**src/rtl/simon_pkg.sv**
```systemverilog
// simon_pkg: shared arrow directions, playback state encoding and width helpers.
// Latency: n/a (declarations only).
// Backpressure: n/a.
package simon_pkg;

  localparam int DIR_UP    = 0;
  localparam int DIR_DOWN  = 1;
  localparam int DIR_LEFT  = 2;
  localparam int DIR_RIGHT = 3;

  typedef enum logic [1:0] {
    IDLE   = 2'd0,
    SHOW   = 2'd1,
    GAP    = 2'd2,
    FINISH = 2'd3
  } state_t;

  // Bits needed to hold values 0 .. value-1.
  function automatic int clog2(input int value);
    int result;
    result = 0;
    while ((1 << result) < value) begin
      result = result + 1;
    end
    return result;
  endfunction

  function automatic int max_int(input int a, input int b);
    return (a > b) ? a : b;
  endfunction

endpackage

```
**src/rtl/sequence_player_step_timer.sv**
```systemverilog
// step_timer: loadable down-counter that flags the last cycle of a programmed interval.
// Latency: expire is high in the load_value-th cycle after the load edge.
// Backpressure: none; a load always wins over counting.
module step_timer #(
  parameter int WIDTH = 8
) (
  input  logic             clock,
  input  logic             reset_n,
  input  logic             load,
  input  logic [WIDTH-1:0] load_value,
  output logic             expire
);

  logic [WIDTH-1:0] count;

  // Count down from the loaded value and park at zero so expire fires only once.
  always_ff @(posedge clock or negedge reset_n) begin
    if (!reset_n) begin
      count <= '0;
    end else if (load) begin
      count <= load_value;
    end else if (count != '0) begin
      count <= count - WIDTH'(1);
    end
  end

  assign expire = (count == WIDTH'(1));

endmodule

```
**src/rtl/sequence_player.sv**
```systemverilog
// sequence_player: shows a latched pattern one arrow at a time (SHOW for ON, blank GAP), then pulses done.
// Latency: arrow_valid/busy visible after the edge sampling start; done len*(ON+GAP)+1 cycles after that edge.
// Backpressure: none; start is only honoured in IDLE, abort returns to IDLE on the next edge.
module sequence_player
  import simon_pkg::*;
#(
  parameter int  MAX_STEPS  = 16,
  parameter int  DIR_W      = 2,
  parameter int  ON_CYCLES  = 25000000,
  parameter int  GAP_CYCLES = 12500000,
  localparam int LEN_W      = clog2(MAX_STEPS + 1)
) (
  input  logic                       clock,
  input  logic                       reset_n,
  input  logic                       start,
  input  logic                       abort,
  input  logic [LEN_W-1:0]           seq_len,
  input  logic [MAX_STEPS*DIR_W-1:0] seq_pattern,
  output logic [DIR_W-1:0]           arrow_direction,
  output logic                       arrow_valid,
  output logic [LEN_W-1:0]           step_index,
  output logic                       busy,
  output logic                       done
);

  localparam int               TIMER_W = clog2(max_int(ON_CYCLES, GAP_CYCLES) + 1);
  localparam logic [LEN_W-1:0] MAX_LEN = LEN_W'(MAX_STEPS);

  state_t                     state;
  state_t                     next_state;
  logic [MAX_STEPS*DIR_W-1:0] pattern_q;
  logic [LEN_W-1:0]           len_q;
  logic [LEN_W-1:0]           index_q;
  logic [LEN_W-1:0]           index_next;
  logic [DIR_W-1:0]           dir_q;
  logic                       accept;
  logic                       last_step;
  logic                       timer_load;
  logic [TIMER_W-1:0]         timer_value;
  logic                       timer_expire;

  // abort outranks start in IDLE, so a simultaneous pair does nothing.
  assign accept     = (state == IDLE) && start && !abort;
  assign last_step  = (index_q == len_q - LEN_W'(1));
  assign index_next = index_q + LEN_W'(1);

  step_timer #(
    .WIDTH(TIMER_W)
  ) u_step_timer (
    .clock      (clock),
    .reset_n    (reset_n),
    .load       (timer_load),
    .load_value (timer_value),
    .expire     (timer_expire)
  );

  // State register.
  always_ff @(posedge clock or negedge reset_n) begin
    if (!reset_n) begin
      state <= IDLE;
    end else begin
      state <= next_state;
    end
  end

  // Next-state logic; abort beats a timer expiry in the same cycle.
  always_comb begin
    next_state = state;
    case (state)
      IDLE: begin
        if (accept) begin
          next_state = (seq_len == '0) ? FINISH : SHOW;
        end
      end
      SHOW: begin
        if (abort) begin
          next_state = IDLE;
        end else if (timer_expire) begin
          next_state = GAP;
        end
      end
      GAP: begin
        if (abort) begin
          next_state = IDLE;
        end else if (timer_expire) begin
          next_state = last_step ? FINISH : SHOW;
        end
      end
      FINISH: begin
        next_state = IDLE;
      end
      default: begin
        next_state = IDLE;
      end
    endcase
  end

  // Outputs decoded from the current state, plus timer reload on every SHOW/GAP entry.
  always_comb begin
    arrow_valid = (state == SHOW);
    busy        = (state != IDLE);
    done        = (state == FINISH);
    timer_load  = (next_state != state) && ((next_state == SHOW) || (next_state == GAP));
    timer_value = (next_state == GAP) ? TIMER_W'(GAP_CYCLES) : TIMER_W'(ON_CYCLES);
  end

  // Latch the round on start; the shown direction is registered so it is stable for a whole step.
  always_ff @(posedge clock or negedge reset_n) begin
    if (!reset_n) begin
      pattern_q <= '0;
      len_q     <= '0;
      index_q   <= '0;
      dir_q     <= '0;
    end else if (accept) begin
      pattern_q <= seq_pattern;
      len_q     <= (seq_len > MAX_LEN) ? MAX_LEN : seq_len;
      index_q   <= '0;
      if (seq_len != '0) begin
        dir_q <= seq_pattern[DIR_W-1:0];
      end
    end else if ((state == GAP) && (next_state == SHOW)) begin
      index_q <= index_next;
      dir_q   <= pattern_q[index_next*DIR_W +: DIR_W];
    end else if (next_state == IDLE) begin
      index_q <= '0;
    end
  end

  assign arrow_direction = dir_q;
  assign step_index      = index_q;

endmodule

```
**config.mk**
```make
export PLATFORM = sky130hd
export DESIGN_NAME = sequence_player
export DESIGN_NICKNAME = d
export VERILOG_FILES = /design/src/rtl/simon_pkg.sv /design/src/rtl/sequence_player_step_timer.sv /design/src/rtl/sequence_player.sv
export SDC_FILE = /design/constraint.sdc
export NUM_CORES = 1
export LEC_CHECK = 0
export BUFFER_PORTS_ARGS = -buffer_cell sky130_fd_sc_hd__buf_2
export CELL_PAD_IN_SITES_DETAIL_PLACEMENT = 0
export CELL_PAD_IN_SITES_GLOBAL_PLACEMENT = 1
export CORE_ASPECT_RATIO = 1.5
export CORE_MARGIN = 4
export CORE_UTILIZATION = 48
export CTS_BUF_LIST = sky130_fd_sc_hd__clkbuf_8 sky130_fd_sc_hd__clkbuf_16
export CTS_CLUSTER_DIAMETER = 50
export DETAILED_ROUTE_END_ITERATION = 7
export GPL_ROUTABILITY_DRIVEN = 0
export PLACE_DENSITY = 0.9
export SLEW_MARGIN = 30
export SYNTH_ARGS = -nofsm -noshare
export SYNTH_HDL_FRONTEND = slang
export SYNTH_SLANG_ARGS = --single-unit
```
**constraint.sdc**
```tcl
create_clock -name clock -period 4.5 [get_ports clock]
set_input_delay 0.45 -clock clock [delete_from_list [all_inputs] [get_ports clock]]
set_output_delay 0.45 -clock clock [all_outputs]
set_load 0.02 [all_outputs]
```
==> results of run 1 <==
-- flip-flops by register name, indices dropped and copies added (netlist names) --
register,flops
pattern_q,32
u_step_timer.count,25
len_q,5
step_index,5
arrow_direction,2
state,2
-- logic make-up after synthesis --
| logic type | count (synthesis) | synth area share |
|---|---|---|
| AO/OA/AOI/OAI | 65 | 0.1188 |
| XOR/XNOR | 15 | 0.03380 |
| flip-flops | 71 | 0.4570 |
| adder cells (fa/ha/maj) | 8 | 0.02575 |
| multiplexers | 11 | 0.05407 |
| buffers and inverters | 27 | 0.02832 |
| AND/OR/NAND/NOR | 211 | 0.2823 |
-- cell type report --
type	count	area (um^2)	share of cell area
timing repair buffer	53	272.8	0.06030
clock inverter	6	52.55	0.01162
tap	102	127.6	0.02822
inverter	12	45.04	0.009959
sequential	71	1777	0.3928
clock buffer	10	239.0	0.05284
multi-input combinational	310	2009	0.4443
-- power by group --
part	leakage [nW]	internal, mW	switching [mW]
Combinational	1.02	0.190	0.252
Clock	0.155	0.437	0.255
Sequential	0.866	0.756	0.111
-- metrics by stage --
| stage | utilization | cells |
|---|---|---|
| 3_3_place_gp | 0.5454 | 548 |
| 3_5_place_dp | 0.5454 | 548 |
| 5_1_grt | 0.5830 | 564 |
| 2_1_floorplan | - | 408 |
| 4_1_cts | 0.5830 | 564 |
| 6_report | 0.5830 | 564 |
-- routing by layer --
layer / share of wire / up-vias / GRT usage
met5: 0 / - / 0
met4: 0.024 / 0 / 0.1036
met1: 0.40 / 1522 / 0.2362
met2: 0.54 / 58 / 0.3408
li1: - / 1538 / -
met3: 0.039 / 17 / 0.03653
-- worst max-delay path, cell delays in order, from the launching register on --
cell	delay [ns]
dfrtp_1	0.43
nor4_4	0.51
and4_1	0.44
nand4_1	0.16
mux2i_1	0.21
o211a_1	0.20
ha_1	0.25
a21oi_1	0.28
a21oi_1	0.14
o32ai_2	0.49
o21ai_0	0.19
-- worst max path at each step --
stage | start | to | cells after the start
after floorplan | u_step_timer.count[14] | u_step_timer.count[15] | 11
after global placement | u_step_timer.count[5] | u_step_timer.count[5] | 10
after detailed placement | u_step_timer.count[5] | u_step_timer.count[15] | 10
after CTS | u_step_timer.count[5] | u_step_timer.count[15] | 10
after global routing | u_step_timer.count[5] | u_step_timer.count[23] | 10
final | u_step_timer.count[5] | u_step_timer.count[15] | 10
-- cell usage in the layout, fill, tap and decap left out, types with 9 or more instances in the layout --
master,synthesis,layout
nor3_1,12,12
buf_2,3,50
nand2_1,112,112
clkbuf_16,0,9
dfrtp_1,71,71
nor2_1,15,15
inv_1,12,14
o21ai_0,18,18
a21oi_1,9,9
xor2_1,9,9
o31ai_1,9,9
nand3_1,15,15
==> run summary, run 1 <==
outcome: finished, final reports clean
FMAX: 288.5 MHz
CTS root buffer: clkbuf_16
hold_buf cts: 0
placed wire-length estimate: 6.492 mm
EDFF count, synth: 0
Post-DRT Antenna Nets: 0
top post-synthesis cells by area: dfrtp_1 46%, nand2_1 11%, mux4_2 4.6%, ha_1 2.6%, o21ai_0 2.3%
Max-Cap Viols: 0
type of origin of the critical path: register
Worst Reg-to-Reg Cells: 10
Skew-Pair Late Insertion Delay: 0.33 ns
register bit count reported by yosys: 71
Worst-path clk slew: 0.05 ns
Vert. Die Dim: 118.2 um
Slew Viols, Final: 0
Die Area: 9633 um^2
Syn Inst Count: 408
Synth top area share: 0.4570
Total GRT Usage: 0.2010
clk sink count: 71
Die X: 81.48 um
Leak: 2.045 nW
nets: 506
H-tree levels: 3
synth cell count leaders: 112 x nand2_1, 71 x dfrtp_1, 18 x o21ai_0, 15 x nand3_1, 15 x nor2_1
RSZ-0062 raised after global routing: false
reg-to-reg startpoint: u_step_timer.count[5]
num ports: 51
Initial Utilization: 0.5010
Synthesis Warnings: 0
sequential fraction of the synthesis area: 0.4570
initial antenna violation count: 0
overall power: 2.000 mW
crit path time final: 3.467 ns
pin count of the biggest net entering global routing: 53
vias: 3135
ys async rst share: 1.000
1st-pass router iterations: 4
Place WS: 1.099 ns
Final Cell Area: 4523 um^2
fill cell count: 678
WP data required: 4.66 ns
Avg Synthesized Cell Area: 9.528 um^2
worst-margin pin slew: 0.8943 ns
Clock Path Buffers: 2
Slew headroom: 0.4018
Layout area overhead: 16.35%
grt total ovfl: 0
first-pass GRT wire length: 15.04 mm
routed wire length: 8.777 mm
dominant cell type by area after synthesis: dfrtp_1
reg-to-reg slack, setup: 1.03 ns
layout cells sized above 1: 0.2078
Peak VDD IR: 0.3084 mV
syn nets: 457
PD cells: 442.2 nW/um^2
CORE AREA: 7759 um^2
R2R Path End: u_step_timer.count[15]
CTS resizes: 0
area post-placement: 4232 um^2
CTS tree: built
Wirelength per Cell: 15.56 um
final setup fails: 0
Cell Area, Synth: 3887 um^2
min setup slack post-route: 1.033 ns
CTS buffer count: 9
vias in the first global route: 3268
Hold Vio Cnt, Final: 0
post-synth cell types: 58
Initial DRC Count: 121
top-count cell post-synth: nand2_1
drt drc: 0
Setup Total Neg Slack: 0 ns
Worst Path Arrival: 3.63 ns
# port buffers: 50
Crit Path Class: reg2reg
postcts setup bufs: 0
Via-to-Cell Ratio: 5.559
CP max FO: 7
Clock Skews: 0.003717 ns
Worst Hold Margin: 0.05573 ns
Synth Flop Type: dfrtp_1
worst hold path type: in2async
row count: 39
CP Capture Type: register
ant diodes: 0
fin crit share: 0.7704
No activity file was read; power rests on OpenSTA's default activity.
==> inputs of run 2 (changes only) <==
--- a/config.mk
+++ b/config.mk
@@ -10,12 +10,12 @@
 export CELL_PAD_IN_SITES_GLOBAL_PLACEMENT = 1
 export CORE_ASPECT_RATIO = 1.5
 export CORE_MARGIN = 4
-export CORE_UTILIZATION = 48
+export CORE_UTILIZATION = 45
 export CTS_BUF_LIST = sky130_fd_sc_hd__clkbuf_8 sky130_fd_sc_hd__clkbuf_16
 export CTS_CLUSTER_DIAMETER = 50
 export DETAILED_ROUTE_END_ITERATION = 7
 export GPL_ROUTABILITY_DRIVEN = 0
-export PLACE_DENSITY = 0.9
+export PLACE_DENSITY = 0.85
 export SLEW_MARGIN = 30
 export SYNTH_ARGS = -nofsm -noshare
 export SYNTH_HDL_FRONTEND = slang
==> constraint.sdc (replaced) <==
create_clock -name clock -period 3.2 [get_ports clock]
set_input_delay 0.32 -clock clock [delete_from_list [all_inputs] [get_ports clock]]
set_output_delay 0.32 -clock clock [all_outputs]
set_load 0.02 [all_outputs]
==> run 2 against run 1 <==
  * Register-to-register slack worse by 0.83 ns
  * Worst hold slack got worse by 0.045 ns
  * Flip-flop and latch count did not move
  * Via count up 1.5%
  * Routed wire length grew 4.1%
  * Non-clock buffer count up 11
  * Clock skew about the same
  * Maximum frequency rose by 16%
  * Sequential share of layout area shrank 1.4 points
  * Critical path depth increased by 1
  * Utilization shrank 2.6 points
  * First-iteration DRC count grew 27%
  * Largest cell class unchanged
  * Largest power group unchanged
==> run summary, run 2 (synthesis results as in run 1) <==
outcome: finished, final reports clean (unchanged)
most frequent cells in the layout: 112 x nand2_1, 71 x dfrtp_1, 50 x buf_2, 18 x o21ai_0 (unchanged)
top flop regs: pattern_q x32, u_step_timer.count x25 (unchanged)
Total GRT Usage: 0.1891 (was 0.2010)
Layout area overhead: 20.57% (was 16.35%)
Clock Path Buffers: 2 (unchanged)
Final Cell Area: 4687 um^2 (was 4523 um^2)
largest register by flop count: pattern_q (unchanged)
Initial Utilization: 0.4621 (was 0.5010)
Initial DRC Count: 154 (was 121)
overall power: 3.008 mW (was 2.000 mW)
worst hold path type: in2async (unchanged)
hold_buf cts: 0 (unchanged)
Peak VDD IR: 0.3933 mV (was 0.3084 mV)
num ports: 51 (unchanged)
initial antenna violation count: 0 (unchanged)
vias: 3183 (was 3135)
Via-to-Cell Ratio: 5.488 (was 5.559)
min setup slack post-route: 0.2057 ns (was 1.033 ns)
reg-to-reg startpoint: u_step_timer.count[14] (was u_step_timer.count[5])
R2R Path End: u_step_timer.count[23] (was u_step_timer.count[15])
Clock Skews: 0.003985 ns (was 0.003717 ns)
CORE AREA: 8413 um^2 (was 7759 um^2)
drt drc: 0 (unchanged)
nets: 517 (was 506)
Vert. Die Dim: 121.8 um (was 118.2 um)
CP Capture Point: u_step_timer.count[23] (was u_step_timer.count[15])
worst-margin pin slew: 0.8053 ns (was 0.8943 ns)
Max-Cap Viols: 0 (unchanged)
CTS buffer count: 9 (unchanged)
ant diodes: 0 (unchanged)
pin count of the biggest net entering global routing: 45 (was 53)
first-pass GRT wire length: 15.27 mm (was 15.04 mm)
Setup crit start: u_step_timer.count[14] (was u_step_timer.count[5])
Post-DRT Antenna Nets: 0 (unchanged)
Die X: 83.89 um (was 81.48 um)
Crit Path Class: reg2reg (unchanged)
Skew-Pair Late Insertion Delay: 0.33 ns (about the same)
layout cells sized above 1: 0.2368 (was 0.2078)
Worst-path clk slew: 0.06 ns (was 0.05 ns)
Slew Viols, Final: 0 (unchanged)
CTS tree: built (unchanged)
Setup Total Neg Slack: 0 ns (unchanged)
fin crit share: 0.9357 (was 0.7704)
max reg flops: 32 (unchanged)
CP max FO: 7 (unchanged)
# port buffers: 50 (unchanged)
WP data required: 3.37 ns (was 4.66 ns)
crit path time final: 2.994 ns (was 3.467 ns)
Wirelength per Cell: 15.75 um (was 15.56 um)
CTS root buffer: clkbuf_16 (unchanged)
final setup fails: 0 (unchanged)
Die Area: 10220 um^2 (was 9633 um^2)
commonest non-fill, non-tap cell in the layout: nand2_1 (unchanged)
placed wire-length estimate: 6.640 mm (was 6.492 mm)
area post-placement: 4310 um^2 (was 4232 um^2)
type of origin of the critical path: register (unchanged)
Slew headroom: 0.4595 (was 0.4018)
reg-to-reg slack, setup: 0.21 ns (was 1.03 ns)
1st-pass router iterations: 4 (unchanged)
routed wire length: 9.133 mm (was 8.777 mm)
RSZ-0062 raised after global routing: false (unchanged)
grt total ovfl: 0 (unchanged)
Place WS: 0.1304 ns (was 1.099 ns)
FMAX: 334.0 MHz (was 288.5 MHz)
row count: 41 (was 39)
clk sink count: 71 (unchanged)
H-tree levels: 3 (unchanged)
PD cells: 641.8 nW/um^2 (was 442.2 nW/um^2)
Worst Path Arrival: 3.17 ns (was 3.63 ns)
Leak: 2.118 nW (was 2.045 nW)
final core utilization: 0.5571 (was 0.5830)
vias in the first global route: 3196 (was 3268)
CP Capture Type: register (unchanged)
Hold Vio Cnt, Final: 0 (unchanged)
Worst Reg-to-Reg Cells: 11 (was 10)
==> run 2: cell count changes in the layout (fill, tap and decap cells not counted), sizes merged <==
cell	delta
bufinv	+1
inv	-2
clkinvlp	+1
buf	+11
clkbuf	+2
clkinv	-2
==> run 2: worst min-delay path by stage <==
stage	cells after the start	start	endpoint
after floorplan	0	reset_n	arrow_direction[0]
after global placement	1	reset_n	u_step_timer.count[8]
after detailed placement	1	reset_n	u_step_timer.count[8]
after CTS	1	reset_n	u_step_timer.count[8]
after global routing	1	reset_n	u_step_timer.count[8]
final	1	reset_n	u_step_timer.count[8]
==> run 2: report_power, final <==
part           switching (mW)  internal (mW)
Sequential              0.157           1.06
Clock                   0.382          0.747
Combinational           0.365          0.295
==> run 2: per-layer routing <==
| metal | track usage | vias up | wire length, um |
|---|---|---|---|
| li1 | - | 1562 | - |
| met1 | 0.2159 | 1528 | 3665 |
| met2 | 0.3406 | 70 | 4861 |
| met3 | 0.02977 | 23 | 354 |
| met4 | 0.09557 | 0 | 251 |
| met5 | 0 | - | 0 |
==> run 2: critical path, cell delays in order, from the launching register on <==
cell,delay (ns)
dfrtp_1,0.42
nor4_2,0.48
and4_4,0.33
nand4_1,0.11
mux2i_1,0.23
o211a_1,0.22
ha_1,0.26
a21oi_2,0.18
a21oi_1,0.10
o32ai_2,0.20
buf_4,0.19
o21ai_0,0.10
==> run 2: area by class of cell <==
type,count,area (um^2)
Multi-Input combinational cell,310,2021
Inverter,12,45.04
Timing Repair Buffer,64,367.9
Tap cell,107,133.9
Sequential cell,71,1777
Fill cell,813,3726
Clock inverter,4,76.32
Clock buffer,12,266.5
==> run 2: through the flow <==
step	std cells	hold WS, ns
after floorplan	408	0.02441
after global placement	561	0.3834
after detailed placement	561	0.3840
after CTS	577	0.03593
after global routing	580	0.06794
final	580	0.01059
==> run 2: what timing repair did <==
action,CTS,global route
gates resized for setup,0,4
endpoints found under the hold margin,0,0
setup buffers,0,3
setup endpoints to repair,0,16
==> inputs of run 3 (changes only) <==
--- a/config.mk
+++ b/config.mk
@@ -6,7 +6,7 @@
 export NUM_CORES = 1
 export LEC_CHECK = 0
 export BUFFER_PORTS_ARGS = -buffer_cell sky130_fd_sc_hd__buf_2
-export CELL_PAD_IN_SITES_DETAIL_PLACEMENT = 0
+export CELL_PAD_IN_SITES_DETAIL_PLACEMENT = 1
 export CELL_PAD_IN_SITES_GLOBAL_PLACEMENT = 1
 export CORE_ASPECT_RATIO = 1.5
 export CORE_MARGIN = 4
==> run 3 against run 2 <==
  * Flip-flop and latch count stayed put
  * Sequential share of layout area is 0.14 points higher
  * Largest cell class unchanged
  * Die area stayed put
  * Setup slack worse by 0.087 ns
  * Maximum frequency is 2.8% lower
  * Final cell count stayed put
  * Utilization is 0.21 points lower
  * Routed wire length is 21% higher
  * Critical path type unchanged
==> run summary, run 3 (synthesis results as in run 1) <==
reg-to-reg startpoint: u_step_timer.count[14] (unchanged)
H-tree levels: 3 (unchanged)
max incr delay on CP: 0.44 ns (was 0.48 ns)
Worst Path Arrival: 3.24 ns (was 3.17 ns)
nets: 517 (unchanged)
outcome: finished, final reports clean (unchanged)
FMAX: 324.5 MHz (was 334.0 MHz)
ant diodes: 0 (unchanged)
Worst Reg-to-Reg Cells: 11 (unchanged)
largest register by flop count: pattern_q (unchanged)
crit-path cells: nor4_4, and4_4, nand4_1, mux2i_2, o211a_1, ha_1, a21oi_2, a21oi_1, o32ai_2, buf_4, o21ai_0 (was nor4_2, and4_4, nand4_1, mux2i_1, o211a_1, ha_1, a21oi_2, a21oi_1, o32ai_2, buf_4, o21ai_0)
clk sink count: 71 (unchanged)
vias in the first global route: 3686 (was 3196)
Die Area: 10220 um^2 (unchanged)
vias: 3361 (was 3183)
1st-pass router iterations: 5 (was 4)
crit path time final: 3.082 ns (was 2.994 ns)
layout cells sized above 1: 0.2431 (was 0.2368)
placed wire-length estimate: 7.882 mm (was 6.640 mm)
commonest non-fill, non-tap cell in the layout: nand2_1 (unchanged)
Peak VDD IR: 0.3810 mV (was 0.3933 mV)
grt total ovfl: 0 (unchanged)
hold_buf cts: 0 (unchanged)
CP Capture Type: register (unchanged)
Initial Utilization: 0.4621 (unchanged)
Worst-path clk slew: 0.06 ns (about the same)
Max-Cap Viols: 0 (unchanged)
Vert. Die Dim: 121.8 um (unchanged)
most frequent cells in the layout: 112 x nand2_1, 71 x dfrtp_1, 50 x buf_2, 18 x o21ai_0, 15 x nand3_1 (was 112 x nand2_1, 71 x dfrtp_1, 50 x buf_2, 18 x o21ai_0)
worst-margin pin slew: 0.8066 ns (was 0.8053 ns)
Post-DRT Antenna Nets: 0 (unchanged)
Via-to-Cell Ratio: 5.795 (was 5.488)
# port buffers: 50 (unchanged)
top flop regs: pattern_q x32, u_step_timer.count x25 (unchanged)
Skew-Pair Late Insertion Delay: 0.33 ns (about the same)
drt drc: 0 (unchanged)
final setup fails: 0 (unchanged)
Worst Hold Margin: 0.01854 ns (was 0.01059 ns)
fin crit share: 0.9630 (was 0.9357)
first-pass GRT wire length: 17.95 mm (was 15.27 mm)
worst hold path type: in2async (unchanged)
Clock Skews: 0.008011 ns (was 0.003985 ns)
row count: 41 (unchanged)
Wirelength per Cell: 19.13 um (was 15.75 um)
overall power: 2.905 mW (was 3.008 mW)
Slew headroom: 0.4590 (was 0.4595)
Initial DRC Count: 134 (was 154)
Setup Total Neg Slack: 0 ns (unchanged)
WP data required: 3.36 ns (was 3.37 ns)
Leak: 2.099 nW (was 2.118 nW)
CP max FO: 7 (unchanged)
max reg flops: 32 (unchanged)
Clock Path Buffers: 2 (unchanged)
pin count of the biggest net entering global routing: 45 (unchanged)
num ports: 51 (unchanged)
CP max-delay cell: dfrtp_1 (was nor4_2)
Die X: 83.89 um (unchanged)
Hold Vio Cnt, Final: 0 (unchanged)
Crit Path Class: reg2reg (unchanged)
routed wire length: 11.10 mm (was 9.133 mm)
Slew Viols, Final: 0 (unchanged)
Layout area overhead: 20.12% (was 20.57%)
R2R Path End: u_step_timer.count[5] (was u_step_timer.count[23])
Total GRT Usage: 0.2238 (was 0.1891)
reg-to-reg slack, setup: 0.12 ns (was 0.21 ns)
CTS buffer count: 9 (unchanged)
PD cells: 622.1 nW/um^2 (was 641.8 nW/um^2)
CTS root buffer: clkbuf_16 (unchanged)
CTS tree: built (unchanged)
type of origin of the critical path: register (unchanged)
CORE AREA: 8413 um^2 (unchanged)
initial antenna violation count: 0 (unchanged)
run 3: stage by stage:
step | utilization | cell area, um^2 | setup slack (ns) | std cells
5_1_grt | 0.5550 | 4669 | -0.04868 | 580
3_3_place_gp | 0.5123 | 4310 | 0.2249 | 561
2_1_floorplan | - | 3887 | 0.3378 | 408
6_report | 0.5550 | 4669 | 0.1183 | 580
3_5_place_dp | 0.5123 | 4310 | 0.1027 | 561
4_1_cts | 0.5503 | 4629 | 0.003075 | 579
run 3: power breakdown:
part	switching [mW]	internal [mW]
combinational	0.400	0.296
clock	0.390	0.588
sequential	0.168	1.06
run 3: worst max path at each step:
stage / endpoint / slack, ns / startpoint / cells after the start
6_report: u_step_timer.count[5] / 0.12 / u_step_timer.count[14] / 11
5_1_grt: u_step_timer.count[5] / -0.05 / u_step_timer.count[4] / 11
4_1_cts: u_step_timer.count[5] / 0.003 / u_step_timer.count[2] / 11
3_5_place_dp: u_step_timer.count[23] / 0.10 / u_step_timer.count[14] / 11
3_3_place_gp: u_step_timer.count[5] / 0.22 / u_step_timer.count[5] / 11
2_1_floorplan: u_step_timer.count[15] / 0.34 / u_step_timer.count[14] / 11
run 3: cell type report:
cell class | instances | area (um^2)
multi-input cells | 310 | 2051
flip-flops and latches | 71 | 1777
repair buffers | 64 | 367.9
clock inverters | 4 | 28.78
fillers | 994 | 3744
clock buffers | 12 | 266.5
well taps | 107 | 133.9
inverters | 12 | 45.04
run 3: metal layers:
layer,track usage,vias to the layer above,part of all wire
li1,-,1562,-
met1,0.2326,1680,0.37
met2,0.4328,95,0.56
met3,0.04736,24,0.047
met4,0.08853,0,0.021
met5,0,-,0
run 3: critical path: cells and delay by family (launching register included):
family / cells / cell delay [ns]
fa+ha+maj: 1 / 0.27
compound gates: 5 / 0.86
flops: 1 / 0.44
buf+inv: 1 / 0.19
mux: 1 / 0.24
simple gates: 3 / 0.89
run 3: what timing repair did:
action	CTS	global route
gates cloned	0	0
setup endpoints to repair	1	25
setup buffers	2	1
pin swaps	2	1
gates resized for setup	1	8
